===== src/rtl/xor_frame_sequencer.sv =====
`default_nettype none
// ============================================================================
//  Module   : xor_frame_sequencer
//  Purpose  : Buffers a framed UART request (N, data, K, key), XOR-encrypts it
//             one byte per cycle and streams length + ciphertext back out.
//  Revision : 1.0  initial release
// ============================================================================
module xor_frame_sequencer #(
   parameter int MAX_DATA = 100,
   parameter int MAX_KEY  = 4
) (
   input  logic       Clk_100M,
   input  logic       Reset,
   input  logic [7:0] Rx_Data,
   input  logic       Rx_Ready,
   output logic       Rx_Ack,
   output logic [7:0] Tx_Data,
   output logic       Tx_Send,
   input  logic       Tx_Busy,
   input  logic [7:0] view_index,
   output logic [7:0] view_plain,
   output logic [7:0] view_cipher,
   output logic [7:0] data_len,
   output logic       busy,
   output logic       done
);

   localparam int         c_dataIdxW = (MAX_DATA > 1) ? $clog2(MAX_DATA) : 1;
   localparam int         c_keyIdxW  = (MAX_KEY > 1) ? $clog2(MAX_KEY) : 1;
   localparam logic [7:0] c_maxData  = 8'(MAX_DATA);
   localparam logic [7:0] c_maxKey   = 8'(MAX_KEY);

   typedef enum logic [3:0] {
      ST_IDLE    = 4'd0,
      ST_RX_DATA = 4'd1,
      ST_RX_KLEN = 4'd2,
      ST_RX_KEY  = 4'd3,
      ST_ENC     = 4'd4,
      ST_TX_LEN  = 4'd5,
      ST_TX_DATA = 4'd6,
      ST_DONE    = 4'd7
   } state_t;

   state_t     r_state;
   state_t     w_nextState;

   logic       r_rxAck;
   logic [7:0] r_nRaw;
   logic [7:0] r_kRaw;
   logic [7:0] r_rxCount;
   logic [7:0] r_dataLen;
   logic [7:0] r_keyLen;
   logic [7:0] r_encIdx;
   logic [7:0] r_keyIdx;
   logic [7:0] r_txIdx;
   logic [1:0] r_txPhase;
   logic       r_txSend;
   logic [7:0] r_txData;
   logic [7:0] r_viewPlain;
   logic [7:0] r_viewCipher;

   logic [7:0] r_dataMem   [MAX_DATA];
   logic [7:0] r_cipherMem [MAX_DATA];
   logic [7:0] r_keyMem    [MAX_KEY];

   logic       w_rxOpen;
   logic       w_take;
   logic       w_txDone;
   logic [7:0] w_dataClamp;
   logic [7:0] w_keyClamp;
   logic [7:0] w_txByte;
   logic [7:0] w_cipherByte;

   always_comb begin
      w_rxOpen     = (r_state == ST_IDLE) || (r_state == ST_RX_DATA) ||
                     (r_state == ST_RX_KLEN) || (r_state == ST_RX_KEY) ||
                     (r_state == ST_DONE);
      w_take       = w_rxOpen && Rx_Ready && !r_rxAck;
      w_txDone     = (r_txPhase == 2'd2) && !Tx_Busy;
      w_dataClamp  = (Rx_Data > c_maxData) ? c_maxData : Rx_Data;
      w_keyClamp   = (Rx_Data > c_maxKey) ? c_maxKey : Rx_Data;
      w_txByte     = (r_state == ST_TX_LEN) ? r_dataLen
                                            : r_cipherMem[r_txIdx[c_dataIdxW-1:0]];
      w_cipherByte = r_dataMem[r_encIdx[c_dataIdxW-1:0]] ^
                     r_keyMem[r_keyIdx[c_keyIdxW-1:0]];

      w_nextState = r_state;
      case (r_state)
         ST_IDLE, ST_DONE:
            if (w_take && Rx_Data != 8'd0) w_nextState = ST_RX_DATA;
         ST_RX_DATA:
            if (w_take && r_rxCount == r_nRaw - 8'd1) w_nextState = ST_RX_KLEN;
         ST_RX_KLEN:
            if (w_take) w_nextState = (Rx_Data == 8'd0) ? ST_ENC : ST_RX_KEY;
         ST_RX_KEY:
            if (w_take && r_rxCount == r_kRaw - 8'd1) w_nextState = ST_ENC;
         ST_ENC:
            if (r_encIdx == r_dataLen - 8'd1) w_nextState = ST_TX_LEN;
         ST_TX_LEN:
            if (w_txDone) w_nextState = ST_TX_DATA;
         ST_TX_DATA:
            if (w_txDone && r_txIdx == r_dataLen - 8'd1) w_nextState = ST_DONE;
         default:
            w_nextState = ST_IDLE;
      endcase
   end

   always_ff @(posedge Clk_100M) begin
      if (Reset) r_state <= ST_IDLE;
      else       r_state <= w_nextState;
   end

   // Counters track raw N/K so oversize frames are still consumed in full.
   always_ff @(posedge Clk_100M) begin
      if (Reset) begin
         r_rxAck      <= 1'b0;
         r_nRaw       <= 8'd0;
         r_kRaw       <= 8'd0;
         r_rxCount    <= 8'd0;
         r_dataLen    <= 8'd0;
         r_keyLen     <= 8'd0;
         r_encIdx     <= 8'd0;
         r_keyIdx     <= 8'd0;
         r_txIdx      <= 8'd0;
         r_txPhase    <= 2'd0;
         r_txSend     <= 1'b0;
         r_txData     <= 8'd0;
         r_viewPlain  <= 8'd0;
         r_viewCipher <= 8'd0;
      end else begin
         r_txSend <= 1'b0;

         if (w_take)         r_rxAck <= 1'b1;
         else if (!Rx_Ready) r_rxAck <= 1'b0;

         case (r_state)
            ST_IDLE, ST_DONE: begin
               if (w_take && Rx_Data != 8'd0) begin
                  r_nRaw    <= Rx_Data;
                  r_dataLen <= w_dataClamp;
                  r_rxCount <= 8'd0;
               end
            end
            ST_RX_DATA: begin
               if (w_take)
                  r_rxCount <= (r_rxCount == r_nRaw - 8'd1) ? 8'd0 : r_rxCount + 8'd1;
            end
            ST_RX_KLEN: begin
               if (w_take) begin
                  r_rxCount <= 8'd0;
                  r_kRaw    <= Rx_Data;
                  r_keyLen  <= (Rx_Data == 8'd0) ? 8'd1 : w_keyClamp;
                  r_encIdx  <= 8'd0;
                  r_keyIdx  <= 8'd0;
                  r_txIdx   <= 8'd0;
                  r_txPhase <= 2'd0;
               end
            end
            ST_RX_KEY: begin
               if (w_take) r_rxCount <= r_rxCount + 8'd1;
            end
            ST_ENC: begin
               r_encIdx <= r_encIdx + 8'd1;
               r_keyIdx <= (r_keyIdx == r_keyLen - 8'd1) ? 8'd0 : r_keyIdx + 8'd1;
            end
            ST_TX_LEN, ST_TX_DATA: begin
               case (r_txPhase)
                  2'd0: begin
                     if (!Tx_Busy) begin
                        r_txSend  <= 1'b1;
                        r_txData  <= w_txByte;
                        r_txPhase <= 2'd1;
                     end
                  end
                  2'd1: begin
                     if (Tx_Busy) r_txPhase <= 2'd2;
                  end
                  default: begin
                     if (!Tx_Busy) begin
                        r_txPhase <= 2'd0;
                        if (r_state == ST_TX_DATA) r_txIdx <= r_txIdx + 8'd1;
                     end
                  end
               endcase
            end
            default: ;
         endcase

         r_viewPlain  <= (view_index < r_dataLen) ? r_dataMem[view_index[c_dataIdxW-1:0]]   : 8'h00;
         r_viewCipher <= (view_index < r_dataLen) ? r_cipherMem[view_index[c_dataIdxW-1:0]] : 8'h00;
      end
   end

   // Buffer contents deliberately survive reset; data_len gates visibility.
   always_ff @(posedge Clk_100M) begin
      if (!Reset) begin
         if (w_take && r_state == ST_RX_DATA && r_rxCount < c_maxData)
            r_dataMem[r_rxCount[c_dataIdxW-1:0]] <= Rx_Data;
         if (w_take && r_state == ST_RX_KLEN && Rx_Data == 8'd0)
            r_keyMem[0] <= 8'h00;
         if (w_take && r_state == ST_RX_KEY && r_rxCount < r_keyLen)
            r_keyMem[r_rxCount[c_keyIdxW-1:0]] <= Rx_Data;
         if (r_state == ST_ENC)
            r_cipherMem[r_encIdx[c_dataIdxW-1:0]] <= w_cipherByte;
      end
   end

   assign Rx_Ack      = r_rxAck;
   assign Tx_Data     = r_txData;
   assign Tx_Send     = r_txSend;
   assign view_plain  = r_viewPlain;
   assign view_cipher = r_viewCipher;
   assign data_len    = r_dataLen;
   assign busy        = (r_state != ST_IDLE) && (r_state != ST_DONE);
   assign done        = (r_state == ST_DONE);

endmodule
`default_nettype wire


===== config.mk =====
export PLATFORM = sky130hd
export DESIGN_NAME = xor_frame_sequencer
export DESIGN_NICKNAME = d
export VERILOG_FILES = /design/src/rtl/xor_frame_sequencer.sv
export SDC_FILE = /design/constraint.sdc
export NUM_CORES = 2
export LEC_CHECK = 0
export CAP_MARGIN = 5
export CORE_AREA = 2 2 370 372
export CTS_CLUSTER_DIAMETER = 80
export DETAILED_ROUTE_END_ITERATION = 10
export DIE_AREA = 0 0 372 374
export PLACE_DENSITY = 0.77
export REMOVE_ABC_BUFFERS = 1
export SETUP_SLACK_MARGIN = 0.5
export SLEW_MARGIN = 20
export SYNTH_ARGS = -nofsm -noshare
export SYNTH_HDL_FRONTEND = slang
export SYNTH_SLANG_ARGS = --single-unit

===== constraint.sdc =====
create_clock -name Clk_100M -period 14.35 [get_ports Clk_100M]
set_input_delay 2.87 -clock Clk_100M [delete_from_list [all_inputs] [get_ports Clk_100M]]
set_output_delay 2.87 -clock Clk_100M [all_outputs]
set_load 0.05 [all_outputs]

Yosys cells after proc, flatten, opt, wreduce, memory -nomap -nowiden
Memories as Yosys holds them, arrays and structs flattened. A register that Yosys moved wholly into a read port is not among the register bits.
Cells that the tools add are included.
{"block": "classes", "n_bitwise": 5, "n_addsub": 8, "n_eq_ne": 31, "muxes": 56, "order_cmp": 5, "reduce_logical": 42}
{"cell": "8-bit two-way mux", "n": 14}
{"cell": "8-bit case mux with 2 select lines", "n": 3}
{"cell": "8-bit equality test", "n": 5}
{"cell": "8-bit by 1-bit adder with 8-bit output (second input constant)", "n": 4}
{"cell": "8-bit case mux with 4 select lines", "n": 1}
{"cell": "8-bit by 1-bit subtractor with 8-bit output (second input constant)", "n": 4}
{"cell": "4-bit two-way mux", "n": 7}
{"cell": "7-bit two-way mux", "n": 4}
{"cell": "4-bit case mux with 7 select lines", "n": 1}
{"cell": "2-bit inequality test (second input constant)", "n": 12}
{"cell": "4-bit by 3-bit equality test with 1-bit output (second input constant)", "n": 4}
{"cell": "8-bit less-than comparator", "n": 2}
{"cell": "1-bit two-way mux", "n": 16}
{"cell": "5-bit AND reduction", "n": 3}
{"cell": "1-bit logical AND", "n": 14}
{"cell": "2-bit two-way mux", "n": 7}
{"cell": "3-bit inequality test (second input constant)", "n": 3}
{"cell": "4-bit by 2-bit equality test with 1-bit output (second input constant)", "n": 2}
{"cell": "8-bit by 3-bit greater-than comparator with 1-bit output (second input constant)", "n": 1}
{"cell": "8-bit by 7-bit greater-than comparator with 1-bit output (second input constant)", "n": 1}
{"cell": "8-bit zero test", "n": 1}
{"cell": "8-bit by 7-bit less-than comparator with 1-bit output (second input constant)", "n": 1}
{"cell": "2-bit case mux with 2 select lines", "n": 2}
{"cell": "4-bit nonzero test", "n": 2}
{"cell": "20 further kinds", "n": 33}
{"block": "totals", "reg_bits": 80, "memories": 3, "output_inout_bits": 36, "in_bits": 20, "wordCells": 163, "ram_bits": 1632}
{"memory": "r_cipherMem", "words": 100, "width": 8, "read_ports": 2, "rd_clocked_by_memory_dff": 2, "wr": 1, "line": "63", "text": "logic [7:0] r_cipherMem [MAX_DATA];"}
{"memory": "r_dataMem", "words": 100, "width": 8, "read_ports": 2, "rd_clocked_by_memory_dff": 2, "wr": 1, "line": "62", "text": "logic [7:0] r_dataMem [MAX_DATA];"}
{"memory": "r_keyMem", "words": 4, "width": 8, "read_ports": 1, "rd_clocked_by_memory_dff": 1, "wr": 1, "line": "64", "text": "logic [7:0] r_keyMem [MAX_KEY];"}

Logic depth before layout (Yosys ltp)
{"block": "depth", "ltp_word": 14, "ltp_mapped": 12, "ltp_nobuf": 10}

Worst setup path before layout
No wires, ideal clock.
{"block": "synth_path", "path_type": "register to register", "start": "register (tool-made name)", "end": "memory r_cipherMem[0][6] (data pin)", "stages_incl_launch_ff": 11, "arrival_time_ns": 4.767, "path_buffers": 3, "setup_time_ns": 0.771, "path_slack_ns": 8.812, "required_ns": 13.579, "period_less_slack_ns": 5.538, "cell_sequence": "dfxtp_1 buf_2 clkbuf_1 clkbuf_1 mux4_2 a221oi_1 o22ai_1 a21oi_1 nand2_1 o21ai_0 xnor2_1"}
{"element": "to (decl)", "line": "63"}

Final worst setup path
{"block": "layout_path", "start": "input view_index[0]", "end": "register r_viewCipher[5], in the netlist view_cipher[5], read port of r_cipherMem"}
{"block": "layout_via", "elab_chain_len": 3}
{"element": "from (decl)", "line": "20", "text": "input logic [7:0] view_index,"}
{"element": "8-bit less-than comparator", "line": "190", "text": "r_viewCipher <= (view_index < r_dataLen) ? r_cipherMem[view_index[c_dataIdxW-1:0]] : 8'h00;"}
{"element": "1-bit inverter (no source line)"}
{"element": "2-bit OR reduction (no source line)"}
{"element": "to (decl)", "line": "60", "text": "logic [7:0] r_viewCipher;"}
Parallel ways exist; a longest one is shown, timed or not.
A chain may end at the register's enable or synchronous reset.

==> results.json <==
{
  "start_util_pct": 60.6,
  "die_w_um": 372,
  "setup_tns_ns": 0,
  "fin_skew_ns": 0.0280,
  "core_um2": 135000,
  "clk_pin_slew_ns": 0.06,
  "cp_top_family": "buffers and inverters",
  "fp-row-count": 135,
  "setup_viol": 0,
  "leakage_nw": 27.5,
  "drt_iter0_drc": 7556,
  "routedWlPerCell_um": 35.6,
  "yosys.area_share.simple_pct": 4.31,
  "final-hold-violation-count": 0,
  "hold_buffers": 0,
  "cts_resized": 0,
  "place_area_um2": 83800,
  "cts_buffers": 172,
  "worst_path_max_delay_cell": "a221oi_1",
  "worst_pin_slew_ns": 1.20,
  "syn_inst": 4460,
  "critPathMaxStageDelay_ns": 1.01,
  "drt-pass1-iter-count": 8,
  "final_common_cell": "edfxtp_1",
  "ys_seq_elements": 1743,
  "yosysSeqAreaShare_pct": 62.6,
  "status": "finished, final reports clean",
  "grt_pass1_vias": 47140,
  "ios": 56,
  "required_ns": 15.07,
  "gp_congestion": 0.892,
  "grt_pass1_wl_um": 327000,
  "post_cts_buffers": 0,
  "synth-edff-count": 1632,
  "die-area_um2": 139000,
  "final_max_slew_viol_count": 0,
  "synth-xor-area-share_pct": 0.782,
  "worstHoldPathCells": 2,
  "r2r_cells": 11,
  "drv_cap": 0,
  "path_buf_inv": 3,
  "cts_tree": "done",
  "synth_top_flop_cell": "edfxtp_1",
  "rsz0062_at_grt": "no",
  "fin_crit_sh_pct": 45.3,
  "start_kind": "primary input",
  "fmax_mhz": 154,
  "cts.sinks": 1743,
  "clockBufferDepth": 3,
  "hpwl_um": 138000,
  "area_delta_synth_final_pct": 9.54,
  "setup.worst_path.end_class": "flip-flop",
  "yosysUniqueCellTypes": 75,
  "whs_endpoint": "r_kRaw[7]",
  "drt-total-wl_um": 227000,
  "final_cell_area_um2": 89600,
  "grt_start_max_net_pins": 110,
  "vdd_drop_max_mv": 0.141,
  "async_flop_share_pct": 0,
  "viasPerCell": 7.49,
  "stdcell_count": 6364,
  "ant_nets": 0,
  "vias": 47665,
  "crit_arrival_ns": 7.22,
  "antenna_found_initial": 6,
  "p_per_area_nw_per_um2": 125,
  "synthAdderAreaFrac_pct": 0.337,
  "cp_max_fo": 101,
  "clock_latency_ns": 0.82,
  "whs_ns": 0.473,
  "r2r_end": "r_cipherMem[28][1]",
  "crit_type": "primary input to flip-flop",
  "cts-root-buf": "clkbuf_16",
  "hold_class": "flip-flop to flip-flop",
  "layout_common_cells": "edfxtp_1 (1,632), mux4_2 (868), nor2_1 (298)",
  "synth_warnings": 0,
  "fin_crit_ns": 6.50,
  "drc": 0,
  "io_buffers": 55,
  "place_inst": 6048,
  "max_slew_margin_pct": 19.6,
  "syn_area_per_cell_um2": 18.3,
  "r2r_slack_ns": 8.48,
  "cp-startpoint": "view_index[0]",
  "grt_overflow": 0,
  "die_h_um": 374,
  "cp_cell_sequence": "buf_8, buf_4, buf_12, mux4_2, mux2i_1, a221oi_1, a21oi_1, and3_1, nor3_1",
  "synth_compound_area_share_pct": 3.74,
  "synth_top_family_by_area": "multiplexers",
  "hp-start": "r_kRaw[7]",
  "synthMuxAreaShare_pct": 26.0,
  "cts_max_level": 4,
  "final_nets": 4486,
  "grt_usage_pct": 32.9,
  "drive_gt1_share_pct": 28.8,
  "synth_area_um2": 81800
}
-- flip-flops by register name, summed over array words and instances, names as in the netlist, named ones only --
register	flops
r_keyMem	32
r_keyIdx	8
data_len	8
r_rxCount	8
r_kRaw	8
r_dataMem	800
r_nRaw	8
Tx_Send	1
r_txPhase	2
view_plain	8
r_encIdx	8
Tx_Data	8
r_txIdx	8
view_cipher	8
r_keyLen	8
r_state	3
Rx_Ack	1
r_cipherMem	800
-- metal layers --
layer	global-route usage [%]	wire (µm)	vias up
met5	0	35	-
met4	16.6	13100	6
met3	8.75	29100	667
met2	50.2	107000	3675
met1	44.4	77400	24599
li1	-	-	18718
-- cells in the mapped netlist (37+ instances only) --
library cell,n,area [µm²]
o21ai_0,63,315
edfxtp_1,1632,49000
a22oi_1,77,578
nand2_1,177,664
mux4_2,868,19500
buf_1,39,146
dfxtp_1,111,2220
a211oi_1,42,315
xnor2_1,46,403
a21oi_1,85,425
nand3_1,48,240
clkbuf_1,158,593
buf_2,95,475
nor2_1,318,1190
nor2b_1,44,275
nor3_1,37,185
mux2i_1,147,1470
-- metrics by stage --
stage / total power [mW] / util, % / worst slack, ns
after floorplan: 6.34 / - / 1.14
after global placement: 6.64 / 62.1 / 7.20
after detailed placement: 6.66 / 62.1 / 7.20
after CTS: 11.2 / 66.3 / 8.01
after global routing: 11.4 / 66.4 / 7.78
final: 11.2 / 66.4 / 7.85
-- worst reg2reg max path: stages (launching register included) --
cell	delay, ns
dfxtp_4	0.61
buf_12	0.63
buf_4	1.02
mux4_2	0.64
a22o_1	0.29
a221oi_1	0.55
o22ai_1	0.26
a21oi_1	0.17
nand2_1	0.06
o21ai_1	0.21
xnor2_2	0.15
buf_4	0.80
-- cell families after synthesis --
logic type,after synthesis
flip-flops,1743
multiplexers,1036
AND/OR/NAND/NOR,765
AO/OA/AOI/OAI,445
buffers and inverters,376
XOR/XNOR,73
adder cells (fa/ha/maj),22
-- worst max-delay path by stage --
| stage | to | depth (start not counted) |
|---|---|---|
| floorplan | r_cipherMem[0][0] | 8 |
| global placement | view_cipher[7] | 9 |
| detailed placement | view_cipher[5] | 9 |
| CTS | view_cipher[5] | 9 |
| global route | view_cipher[5] | 9 |
| finish | view_cipher[5] | 9 |
-- final cells by class --
class / count / area, µm²
flip-flops and latches: 1743 / 51200
fillers: 8639 / 45400
multi-input cells: 2341 / 28900
clock buffers: 232 / 4900
well taps: 1781 / 2230
repair buffers: 154 / 1390
clock inverters: 80 / 790
inverters: 32 / 120
diodes: 1 / 2.50
-- report_power, final --
part | total [mW] | switching (mW) | leakage (nW) | internal, mW
Clock | 4.59 | 1.93 | 2.80 | 2.66
Sequential | 5.66 | 0.0507 | 15.5 | 5.61
Combinational | 0.905 | 0.551 | 9.15 | 0.354
No activity file was read; power rests on OpenSTA's default activity.
